$ cat config.mk
export PLATFORM = sky130hd
export DESIGN_NAME = column_drop_controller_flat
export DESIGN_NICKNAME = d
export VERILOG_FILES = /design/src/rtl/connect4_pkg.sv /design/src/rtl/column_drop_controller_if.sv /design/src/rtl/column_height_counter.sv /design/src/rtl/column_drop_controller.sv /design/src/flat_wrapper.sv
export SDC_FILE = /design/constraint.sdc
export NUM_CORES = 1
export LEC_CHECK = 0
export BUFFER_PORTS_ARGS = -buffer_cell sky130_fd_sc_hd__clkbuf_2
export CAP_MARGIN = 15
export CORE_MARGIN = 5
export CORE_UTILIZATION = 35
export DETAILED_ROUTE_END_ITERATION = 12
export GPL_ROUTABILITY_DRIVEN = 0
export HOLD_SLACK_MARGIN = 0.1
export SYNTH_ARGS = -nofsm -noshare
export SYNTH_HDL_FRONTEND = slang
export SYNTH_SLANG_ARGS = --single-unit
$ cat constraint.sdc
create_clock -name clock -period 4.7 [get_ports clock]
set_clock_uncertainty 0.15 [all_clocks]
set_input_delay 0.47 -clock clock [delete_from_list [all_inputs] [get_ports clock]]
set_output_delay 0.47 -clock clock [all_outputs]
set_load 0.02 [all_outputs]
$ cat src/rtl/connect4_pkg.sv
// Shared Connect Four definitions: board dimensions, cell codes and the
// drop controller state encoding.
package connect4_pkg;

    localparam int ROWS  = 6;
    localparam int COLS  = 7;
    localparam int COL_W = $clog2(COLS);
    localparam int HGT_W = $clog2(ROWS + 1);
    localparam int CNT_W = $clog2(ROWS);

    typedef enum logic [1:0] {
        CELL_EMPTY = 2'b00,
        CELL_RED   = 2'b01,
        CELL_GREEN = 2'b10
    } cell_t;

    typedef enum logic [1:0] {
        ST_IDLE   = 2'b00,
        ST_INJECT = 2'b01,
        ST_FALL   = 2'b10,
        ST_SWAP   = 2'b11
    } drop_state_t;

    // Player that moves after p; an unexpected code falls back to green.
    function automatic cell_t other_player(input cell_t p);
        case (p)
            CELL_GREEN: return CELL_RED;
            CELL_RED:   return CELL_GREEN;
            default:    return CELL_GREEN;
        endcase
    endfunction

endpackage

$ cat src/rtl/column_drop_controller_if.sv
// Drop request / board status bundle between the game logic and the
// column drop controller.
interface column_drop_controller_if;
    import connect4_pkg::*;

    logic                drop;
    logic [COL_W-1:0]    col_sel;
    logic                freeze;
    logic [2*COLS-1:0]   top_up;
    logic [1:0]          turn;
    logic [COLS-1:0]     col_full;
    logic                board_full;
    logic                busy;
    logic                reject;

    modport master (
        output drop, col_sel, freeze,
        input  top_up, turn, col_full, board_full, busy, reject
    );

    modport slave (
        input  drop, col_sel, freeze,
        output top_up, turn, col_full, board_full, busy, reject
    );

endinterface

$ cat src/rtl/column_height_counter.sv
// Fill height of one column; saturates at ROWS and flags the column full.
module column_height_counter
    import connect4_pkg::*;
(
    input  logic             clock,
    input  logic             reset,
    input  logic             inc,
    output logic [HGT_W-1:0] height,
    output logic             full
);

    logic [HGT_W-1:0] height_d, height_q;
    logic             full_d, full_q;

    // Next height and full flag, full tracking the height being written.
    always_comb begin
        height_d = height_q;
        if (inc && (height_q < HGT_W'(ROWS))) begin
            height_d = height_q + HGT_W'(1);
        end else begin
            height_d = height_q;
        end
        full_d = (height_d == HGT_W'(ROWS));
    end

    // Height and full registers.
    always_ff @(posedge clock) begin
        if (reset) begin
            height_q <= '0;
            full_q   <= 1'b0;
        end else begin
            height_q <= height_d;
            full_q   <= full_d;
        end
    end

    assign height = height_q;
    assign full   = full_q;

endmodule

$ cat src/rtl/column_drop_controller.sv
// Token injector for the top row of the board: validates drops, injects the
// current player's code and waits for the token to settle before swapping turn.
module column_drop_controller
    import connect4_pkg::*;
(
    input  logic                       clock,
    input  logic                       reset,
    column_drop_controller_if.slave    bus
);

    drop_state_t       state_d, state_q;
    logic [COL_W-1:0]  col_d, col_q;
    logic [CNT_W-1:0]  fall_cnt_d, fall_cnt_q;
    cell_t             turn_d, turn_q;
    logic [2*COLS-1:0] top_up_d, top_up_q;
    logic              busy_d, busy_q;
    logic              reject_d, reject_q;

    logic [HGT_W-1:0]  height_s [COLS];
    logic [COLS-1:0]   col_full_s;
    logic [COLS-1:0]   inc_s;
    logic [HGT_W-1:0]  sel_height_s;
    logic              sel_valid_s;
    logic              drop_ok_s;

    for (genvar c = 0; c < COLS; c++) begin : g_col
        assign inc_s[c] = (state_q == ST_INJECT) && (col_q == COL_W'(c));

        column_height_counter u_height (
            .clock  (clock),
            .reset  (reset),
            .inc    (inc_s[c]),
            .height (height_s[c]),
            .full   (col_full_s[c])
        );
    end

    // Height of the requested column; out-of-range selects leave sel_valid_s low.
    always_comb begin
        sel_height_s = '0;
        sel_valid_s  = 1'b0;
        for (int c = 0; c < COLS; c++) begin
            sel_height_s = (bus.col_sel == COL_W'(c)) ? height_s[c] : sel_height_s;
            sel_valid_s  = (bus.col_sel == COL_W'(c)) ? 1'b1 : sel_valid_s;
        end
        drop_ok_s = sel_valid_s && (sel_height_s < HGT_W'(ROWS)) && !bus.freeze;
    end

    // Drop sequencing; top_up is prepared one cycle early so it lines up with INJECT.
    always_comb begin
        state_d    = state_q;
        col_d      = col_q;
        fall_cnt_d = fall_cnt_q;
        turn_d     = turn_q;
        top_up_d   = '0;
        reject_d   = 1'b0;
        case (state_q)
            ST_IDLE: begin
                if (bus.drop && drop_ok_s) begin
                    state_d    = ST_INJECT;
                    col_d      = bus.col_sel;
                    fall_cnt_d = CNT_W'(ROWS - 1) - CNT_W'(sel_height_s);
                    top_up_d[2*bus.col_sel +: 2] = turn_q;
                end else begin
                    reject_d = bus.drop;
                end
            end
            ST_INJECT: begin
                reject_d = bus.drop;
                if (fall_cnt_q != CNT_W'(0)) begin
                    state_d = ST_FALL;
                end else begin
                    state_d = ST_SWAP;
                end
            end
            ST_FALL: begin
                reject_d   = bus.drop;
                fall_cnt_d = fall_cnt_q - CNT_W'(1);
                if (fall_cnt_q <= CNT_W'(1)) begin
                    state_d = ST_SWAP;
                end else begin
                    state_d = ST_FALL;
                end
            end
            ST_SWAP: begin
                reject_d = bus.drop;
                state_d  = ST_IDLE;
                // A frozen game keeps the winner's colour on turn.
                if (bus.freeze) begin
                    turn_d = turn_q;
                end else begin
                    turn_d = other_player(turn_q);
                end
            end
            default: begin
                state_d = ST_IDLE;
            end
        endcase
        busy_d = (state_d != ST_IDLE);
    end

    // State and output registers.
    always_ff @(posedge clock) begin
        if (reset) begin
            state_q    <= ST_IDLE;
            col_q      <= '0;
            fall_cnt_q <= '0;
            turn_q     <= CELL_GREEN;
            top_up_q   <= '0;
            busy_q     <= 1'b0;
            reject_q   <= 1'b0;
        end else begin
            state_q    <= state_d;
            col_q      <= col_d;
            fall_cnt_q <= fall_cnt_d;
            turn_q     <= turn_d;
            top_up_q   <= top_up_d;
            busy_q     <= busy_d;
            reject_q   <= reject_d;
        end
    end

    assign bus.top_up     = top_up_q;
    assign bus.turn       = turn_q;
    assign bus.busy       = busy_q;
    assign bus.reject     = reject_q;
    assign bus.col_full   = col_full_s;
    assign bus.board_full = &col_full_s;

endmodule

$ cat src/flat_wrapper.sv
// flat-port wrapper written by rule: the top's interface ports become plain ports
module column_drop_controller_flat import connect4_pkg::*;
  (clock, reset, bus_drop, bus_col_sel, bus_freeze, bus_top_up, bus_turn, bus_col_full, bus_board_full, bus_busy, bus_reject);
  column_drop_controller_if bus_i ();
  input  logic clock;
  input  logic reset;
  input wire logic [$bits(bus_i.drop)-1:0] bus_drop;
  input wire logic [$bits(bus_i.col_sel)-1:0] bus_col_sel;
  input wire logic [$bits(bus_i.freeze)-1:0] bus_freeze;
  output wire logic [$bits(bus_i.top_up)-1:0] bus_top_up;
  output wire logic [$bits(bus_i.turn)-1:0] bus_turn;
  output wire logic [$bits(bus_i.col_full)-1:0] bus_col_full;
  output wire logic [$bits(bus_i.board_full)-1:0] bus_board_full;
  output wire logic [$bits(bus_i.busy)-1:0] bus_busy;
  output wire logic [$bits(bus_i.reject)-1:0] bus_reject;
  assign bus_i.drop = bus_drop;
  assign bus_i.col_sel = bus_col_sel;
  assign bus_i.freeze = bus_freeze;
  assign bus_top_up = bus_i.top_up;
  assign bus_turn = bus_i.turn;
  assign bus_col_full = bus_i.col_full;
  assign bus_board_full = bus_i.board_full;
  assign bus_busy = bus_i.busy;
  assign bus_reject = bus_i.reject;
  column_drop_controller u_core (.clock(clock), .reset(reset), .bus(bus_i));
endmodule
==> results of run 1 <==
[final cells by class]
cell class,count,area [sq um],share of cell area
Tap cell,102,128,0.0411
Sequential cell,54,1080,0.348
Inverter,19,71.3,0.0229
Clock inverter,2,60.1,0.0193
Multi-Input combinational cell,230,1530,0.491
Timing Repair Buffer,32,160,0.0515
Clock buffer,6,82.6,0.0266
[worst min-delay path: stages]
cell	delay [ps]
clkbuf_2	140
mux2i_1	90
nor2_1	80
[flip-flops by register name, summed over array words and instances, names as in the netlist]
register                      flops
u_core.col_q                      3
u_core.fall_cnt_q                 3
u_core.bus.top_up                14
u_core.bus.turn                   2
u_core.bus.busy                   1
u_core.g_col.u_height.height     21
u_core.g_col.u_height.full        7
u_core.state_q                    2
u_core.bus.reject                 1
[layout by cell type (no fill, tap or decap), types with 6 or more instances in the layout]
| master | n |
|---|---|
| and3_1 | 6 |
| inv_1 | 19 |
| nor2b_1 | 11 |
| nor2_1 | 36 |
| nand3_1 | 9 |
| clkbuf_8 | 6 |
| clkbuf_2 | 32 |
| xor2_1 | 12 |
| a21oi_1 | 15 |
| nor3_1 | 9 |
| mux2i_1 | 6 |
| o21ai_0 | 12 |
| nand2_1 | 27 |
| nand4_1 | 14 |
| dfxtp_1 | 54 |
| ha_1 | 22 |
[routing by layer]
layer  GRT usage  vias up  share of wire
met4      0.0536        0          0.023
met5           0        -              0
li1            -     1154              -
met1       0.153     1029           0.46
met2       0.208       41           0.48
met3      0.0234        9          0.032
[synth_stat cells, drive strengths merged (2+ instances only)]
| library cell | count |
|---|---|
| o22ai | 4 |
| buf | 10 |
| xor2 | 12 |
| nand2 | 27 |
| and2 | 3 |
| nand4 | 14 |
| o21ai | 12 |
| clkbuf | 9 |
| xnor2 | 2 |
| inv | 19 |
| mux2i | 6 |
| and3 | 6 |
| o2111ai | 2 |
| dfxtp | 54 |
| a21oi | 15 |
| nor4 | 4 |
| nand3 | 9 |
| o211ai | 2 |
| nor4b | 3 |
| nor2b | 11 |
| nor3 | 9 |
| mux2 | 3 |
| nand2b | 4 |
| nor3b | 2 |
| a31oi | 4 |
| ha | 22 |
| nor2 | 36 |
[kinds of logic (layout without fill, tap and decap cells)]
kind of cell,count (synthesis),count (layout)
simple gates,135,135
flops,54,54
compound gates,50,50
buf+inv,38,59
fa+ha+maj,22,22
xor+xnor,14,14
mux,9,9
[report_power, final]
part / switching [W] / internal (W) / leakage [nW]
Combinational: 0.000151 / 0.0000898 / 0.748
Sequential: 0.0000251 / 0.000486 / 0.436
Clock: 0.000152 / 0.000227 / 0.0714
[worst paths after layout]
kind / from / to / slack [ps]
setup / recovery: bus_col_sel[0] / u_core.bus.top_up[9] / 1020
hold / removal: bus_col_sel[1] / u_core.col_q[1] / 350
setup reg to reg: u_core.g_col[1].u_height.height[2] / u_core.bus.top_up[9] / 1680
hold reg to reg: u_core.fall_cnt_q[2] / u_core.fall_cnt_q[2] / 360
[per-stage QoR]
| step | instances | area (sq um) | power (W) |
|---|---|---|---|
| floorplan | 322 | 2780 | 0.000704 |
| global placement | 437 | 2970 | 0.000758 |
| detailed placement | 437 | 2970 | 0.000764 |
| CTS | 445 | 3110 | 0.00114 |
| global route | 445 | 3110 | 0.00119 |
| finish | 445 | 3110 | 0.00113 |
==> impl_metrics.csv, run 1 <==
group,metric,value,unit
outcome,status,"completed",
timing,slew_violations,0,
clock_network,cts_tree,"done",
yosys,ys.flop_type,"dfxtp_1",
timing,rsz0062_at_grt,"false",
critical_path,cpLargestDelayFamily,"simple AND/OR/NAND/NOR gates",
placed_design,pre_cts_slack,749,ps
drt,wl,5930,um
drt,drc,0,
clock_network,htreeDepth,2,
clock_network,insertion_delay,310,ps
critical_path,slowest_stage,"or4b_1",
critical_path,endpoint_kind,"flip-flop",
cells_and_area,area_growth,11.9,%
clock_network,cts_root_buf,"clkbuf_8",
critical_path,critical_path_class,"in -> reg",
global_route,grtUsageTotal,0.124,
yosys,synthCells,322,
floorplanning,die_w,99.1,um
drt,vias_per_cell,5.02,
critical_path,start_kind,"input port",
critical_path,slowest_delay,650,ps
floorplanning,dieArea,9820,sq um
timing,fin_crit,3680,ps
yosys,synth.area.top_cells,"dfxtp_1, ha_1, nor2_1",
clock_network,clock-sinks,54,
global_route,grt_pass1_vias,2174,
floorplanning,core,7730,sq um
clock_network,cts.clk_slew.worst_paths,100,ps
timing,relSlewSlack,0.475,
critical_path,path_max_fanout,17,
yosys,synth_top_family_by_area,"simple AND/OR/NAND/NOR gates",
worst_hold_path,holdPathStages,3,
timing,finalCritPeriodShare,0.784,
cells_and_area,drive_above_1_share,0.137,
yosys,synthSimpleGateAreaFrac,0.258,
critical_path,crit_top_cell,"ha_1",
clock_network,cts_resized,0,
global_route,grt_pass1_wl,10100,um
yosys,synthAdderAreaFrac,0.0991,
placed_design,dp_hpwl,4550,um
drt,drtPass1Iterations,4,
yosys,avgSynthCellArea,8.63,sq um
clock_network,postCtsSetupRepairBufs,0,
yosys,ys_seq_elements,54,
critical_path,r2r_cells,9,
critical_path,critPathRequiredTime,4780,ps
floorplanning,num_rows,32,
timing,setup-tns-final,0,ps
yosys,synth_cell_types,49,
clock_network,cts_hold_buf,0,
global_route,grt_max_degree,40,
placed_design,port_buffers,32,
critical_path,crit_buf_inv,2,
yosys,synth_warnings,0,
cells_and_area,fin_util,0.402,
floorplanning,start_util,0.359,
yosys,synth_edf_count,0,
drt,first_iter_violations,130,
clock_network,cts_buffers,5,
drt,postRouteAntennaNets,0,
global_route,antenna_found_initial,0,
timing,hold_violations,0,
worst_hold_path,worstHoldPathType,"in -> reg",
floorplanning,die_y,99.1,um
yosys,synth_mux_area_frac,0.0338,
power_and_ir_drop,p_leak,1.26,nW
yosys,synthXorXnorAreaFrac,0.0441,
yosys,synth-compound-area-share,0.114,
timing,clock.fmax,271,MHz
yosys,synth_top_area_frac,0.389,
power_and_ir_drop,ir_worst_vdd,0.129,mV
cells_and_area,antenna_cells,0,
cells_and_area,nets,371,
yosys,synth_seq_area_share,0.389,
timing,timing.final.ws_setup,1020,ps
timing,tightest_slew,787,ps
run,drv_cap,0,
yosys,syn_area,2780,sq um
critical_path,path_depth,11,
timing,fin_hold_ws,347,ps
drt,num_vias,2233,
cells_and_area,fillers,790,
power_and_ir_drop,pwr_density_cell,364,nW/um^2
global_route,grt_overflow_total,0,
yosys,yosys.area.top_type,"dfxtp_1",
drt,wl_per_cell,13.3,um
critical_path,cp_cell_sequence,"clkbuf_2 > inv_1 > ha_1 > o21ba_2 > a21oi_1 > o221ai_1 > o2bb2ai_1 > ha_1 > or4_4 > or4b_1 > nor4b_4",
clock_network,clock_path_buffers,2,
floorplanning,ios,33,
yosys,synth_fp_nets,351,
critical_path,worstPathArrival,3760,ps
timing,finalSetupViolCount,0,
yosys,async_flop_share,0,
(Power assumes the default switching activity.)
==> run 2, diff against run 1 <==
ABC_AREA = 1   (was not set)
clock period = 3.45 ns   (was 4.7 ns; I/O delays follow)
==> impl_metrics.csv, run 2 <==
group,metric,value,unit
yosys,synth_edf_count,0,
drt,wl,5810,um
timing,finalCritPeriodShare,0.818,
clock_network,cts_buffers,5,
critical_path,worstPathArrival,2900,ps
yosys,async_flop_share,0,
cells_and_area,final_cell_mix,"inv_1, nand2_1, dfxtp_1, nor2_1, clkbuf_2",
drt,first_iter_violations,107,
critical_path,slowest_stage,"ha_1",
yosys,ys_seq_elements,54,
timing,setup-tns-final,0,ps
timing,hold_violations,0,
run,drv_cap,0,
critical_path,start_kind,"input port",
clock_network,htreeDepth,2,
timing,tightest_slew,525,ps
critical_path,critical_path_class,"in -> reg",
global_route,grt_pass1_vias,2177,
placed_design,pre_cts_slack,319,ps
yosys,ys.flop_type,"dfxtp_1",
placed_design,postPlaceCellArea,3050,sq um
placed_design,port_buffers,32,
clock_network,cts_resized,0,
critical_path,slowest_delay,260,ps
cells_and_area,fin_area,3140,sq um
drt,drtPass1Iterations,4,
timing,fin_hold_ws,186,ps
global_route,antenna_found_initial,0,
floorplanning,num_rows,32,
cells_and_area,nets,435,
global_route,grt_overflow_total,0,
clock_network,cts_hold_buf,0,
critical_path,critPathRequiredTime,3520,ps
global_route,grtUsageTotal,0.121,
critical_path,path_max_fanout,10,
timing,rsz0062_at_grt,"false",
timing,fin_crit,2820,ps
critical_path,cpLargestDelayFamily,"simple AND/OR/NAND/NOR gates",
global_route,grt_max_degree,18,
clock_network,cts_tree,"done",
cells_and_area,largest_reg_flops,21,
critical_path,endpoint_kind,"flip-flop",
clock_network,postCtsSetupRepairBufs,0,
timing,slew_violations,0,
timing,clock.fmax,354,MHz
yosys,synth_seq_area_share,0.383,
critical_path,cp_cell_sequence,"clkbuf_2 > inv_1 > ha_1 > ha_1 > inv_1 > nor3_1 > o21bai_1 > o21ai_0 > nand2_1 > nand2_1 > nand2_1 > nand2_1 > ha_1 > nor2_1 > nand4_4 > nor2_4 > inv_2 > nor3_1",
yosys,synth_warnings,0,
cells_and_area,drive_above_1_share,0.150,
yosys,avgSynthCellArea,7.49,sq um
cells_and_area,final_common_cell,"inv_1",
yosys,synth_top_area_frac,0.383,
cells_and_area,fillers,820,
yosys,synth.area.top_cells,"dfxtp_1, ha_1, inv_1",
drt,postRouteAntennaNets,0,
timing,relSlewSlack,0.649,
drt,vias_per_cell,4.61,
floorplanning,die_w,99.8,um
timing,timing.final.ws_setup,626,ps
yosys,yosys.area.top_type,"dfxtp_1",
placed_design,dp_hpwl,4630,um
drt,wl_per_cell,11.4,um
drt,num_vias,2349,
global_route,grt_pass1_wl,9950,um
yosys,synth_fp_nets,406,
critical_path,crit_top_cell,"nand2_1",
yosys,synth_cell_types,31,
floorplanning,die_y,99.8,um
yosys,synthCells,377,
power_and_ir_drop,pwr_density_cell,450,nW/um^2
power_and_ir_drop,p_leak,1.41,nW
timing,finalSetupViolCount,0,
power_and_ir_drop,ir_worst_vdd,0.179,mV
clock_network,clock_path_buffers,2,
clock_network,cts.clk_slew.worst_paths,90,ps
clock_network,insertion_delay,310,ps
outcome,status,"completed",
drt,drc,0,
cells_and_area,area_growth,11.3,%
floorplanning,core,7810,sq um
clock_network,cts_root_buf,"clkbuf_8",
cells_and_area,antenna_cells,0,
yosys,synth_common_cells,"inv_1, nand2_1, dfxtp_1",
floorplanning,dieArea,9970,sq um
floorplanning,ios,33,
critical_path,crit_buf_inv,4,
cells_and_area,fin_util,0.402,
yosys,synthMostInstantiatedCell,"inv_1",
floorplanning,start_util,0.362,
worst_hold_path,worstHoldPathType,"in -> reg",
yosys,syn_area,2820,sq um
clock_network,clock-sinks,54,
-- run 2: cell types whose count changed after synthesis, moves of 11 or more --
cell | previous run | this run
inv_1 | 19 | 66
nand2_1 | 27 | 64
nand3_1 | 9 | 25
nor2b_1 | 11 | 0
o21ai_0 | 12 | 25
-- run 2: cell families after synthesis --
family                     count (synthesis)  synth area share
adders and majority gates                 22            0.0975
AOI/OAI and AO/OA                         43            0.0904
buffers and inverters                     80             0.116
DFF                                       54             0.383
xor gates and xnor gates                   8            0.0248
and+or+nand+nor                          170             0.288
-- run 2: path summary, 6_finish.rpt --
kind,startpoint,endpoint,slack [ps],depth (start not counted)
setup reg to reg,u_core.g_col[1].u_height.height[2],u_core.bus.top_up[0],1120,14
hold / removal,bus_drop,u_core.bus.reject,190,3
setup / recovery,bus_col_sel[0],u_core.bus.top_up[0],630,18
hold reg to reg,u_core.col_q[2],u_core.col_q[2],330,2
-- run 2: metal layers --
| metal | vias up | global-route usage | part of all wire |
|---|---|---|---|
| li1 | 1239 | - | - |
| met1 | 1074 | 0.158 | 0.48 |
| met2 | 31 | 0.208 | 0.48 |
| met3 | 5 | 0.0236 | 0.031 |
| met4 | 0 | 0.0252 | 0.0084 |
| met5 | - | 0 | 0 |
-- run 2: worst reg2reg max path, stage by stage (launching register included) --
cell and delay [ps]:
dfxtp_1 370, inv_1 100, o21ai_0 90, o21bai_1 140, o21ai_0 100, nand2_1 60, nand2_1 50, nand2_1 50
nand2_1 50, ha_1 190, nor2_1 250, nand4_4 210, nor2_4 220, inv_2 70, nor3_1 150
-- run 2: area by class of cell --
| cell class | count | area, sq um | share of cell area |
|---|---|---|---|
| well taps | 102 | 128 | 0.0406 |
| multi-input cells | 243 | 1420 | 0.450 |
| inverters | 70 | 263 | 0.0836 |
| flip-flops and latches | 54 | 1080 | 0.344 |
| repair buffers | 32 | 160 | 0.0510 |
| clock inverters | 2 | 12.5 | 0.00398 |
| clock buffers | 6 | 82.6 | 0.0263 |
-- run 2: power by group --
| part | leakage [nW] | internal, W | switching, W | total, W |
|---|---|---|---|---|
| Sequential | 0.437 | 0.000666 | 0.0000327 | 0.000699 |
| Clock | 0.0472 | 0.000162 | 0.000210 | 0.000371 |
| Combinational | 0.924 | 0.000122 | 0.000223 | 0.000345 |
-- run 2: metrics by stage --
stage                     cells  total power (W)
final                       509          0.00141
after global routing        509          0.00151
after CTS                   509          0.00143
after detailed placement    501          0.00106
after global placement      501          0.00106
after floorplan             377         0.000975
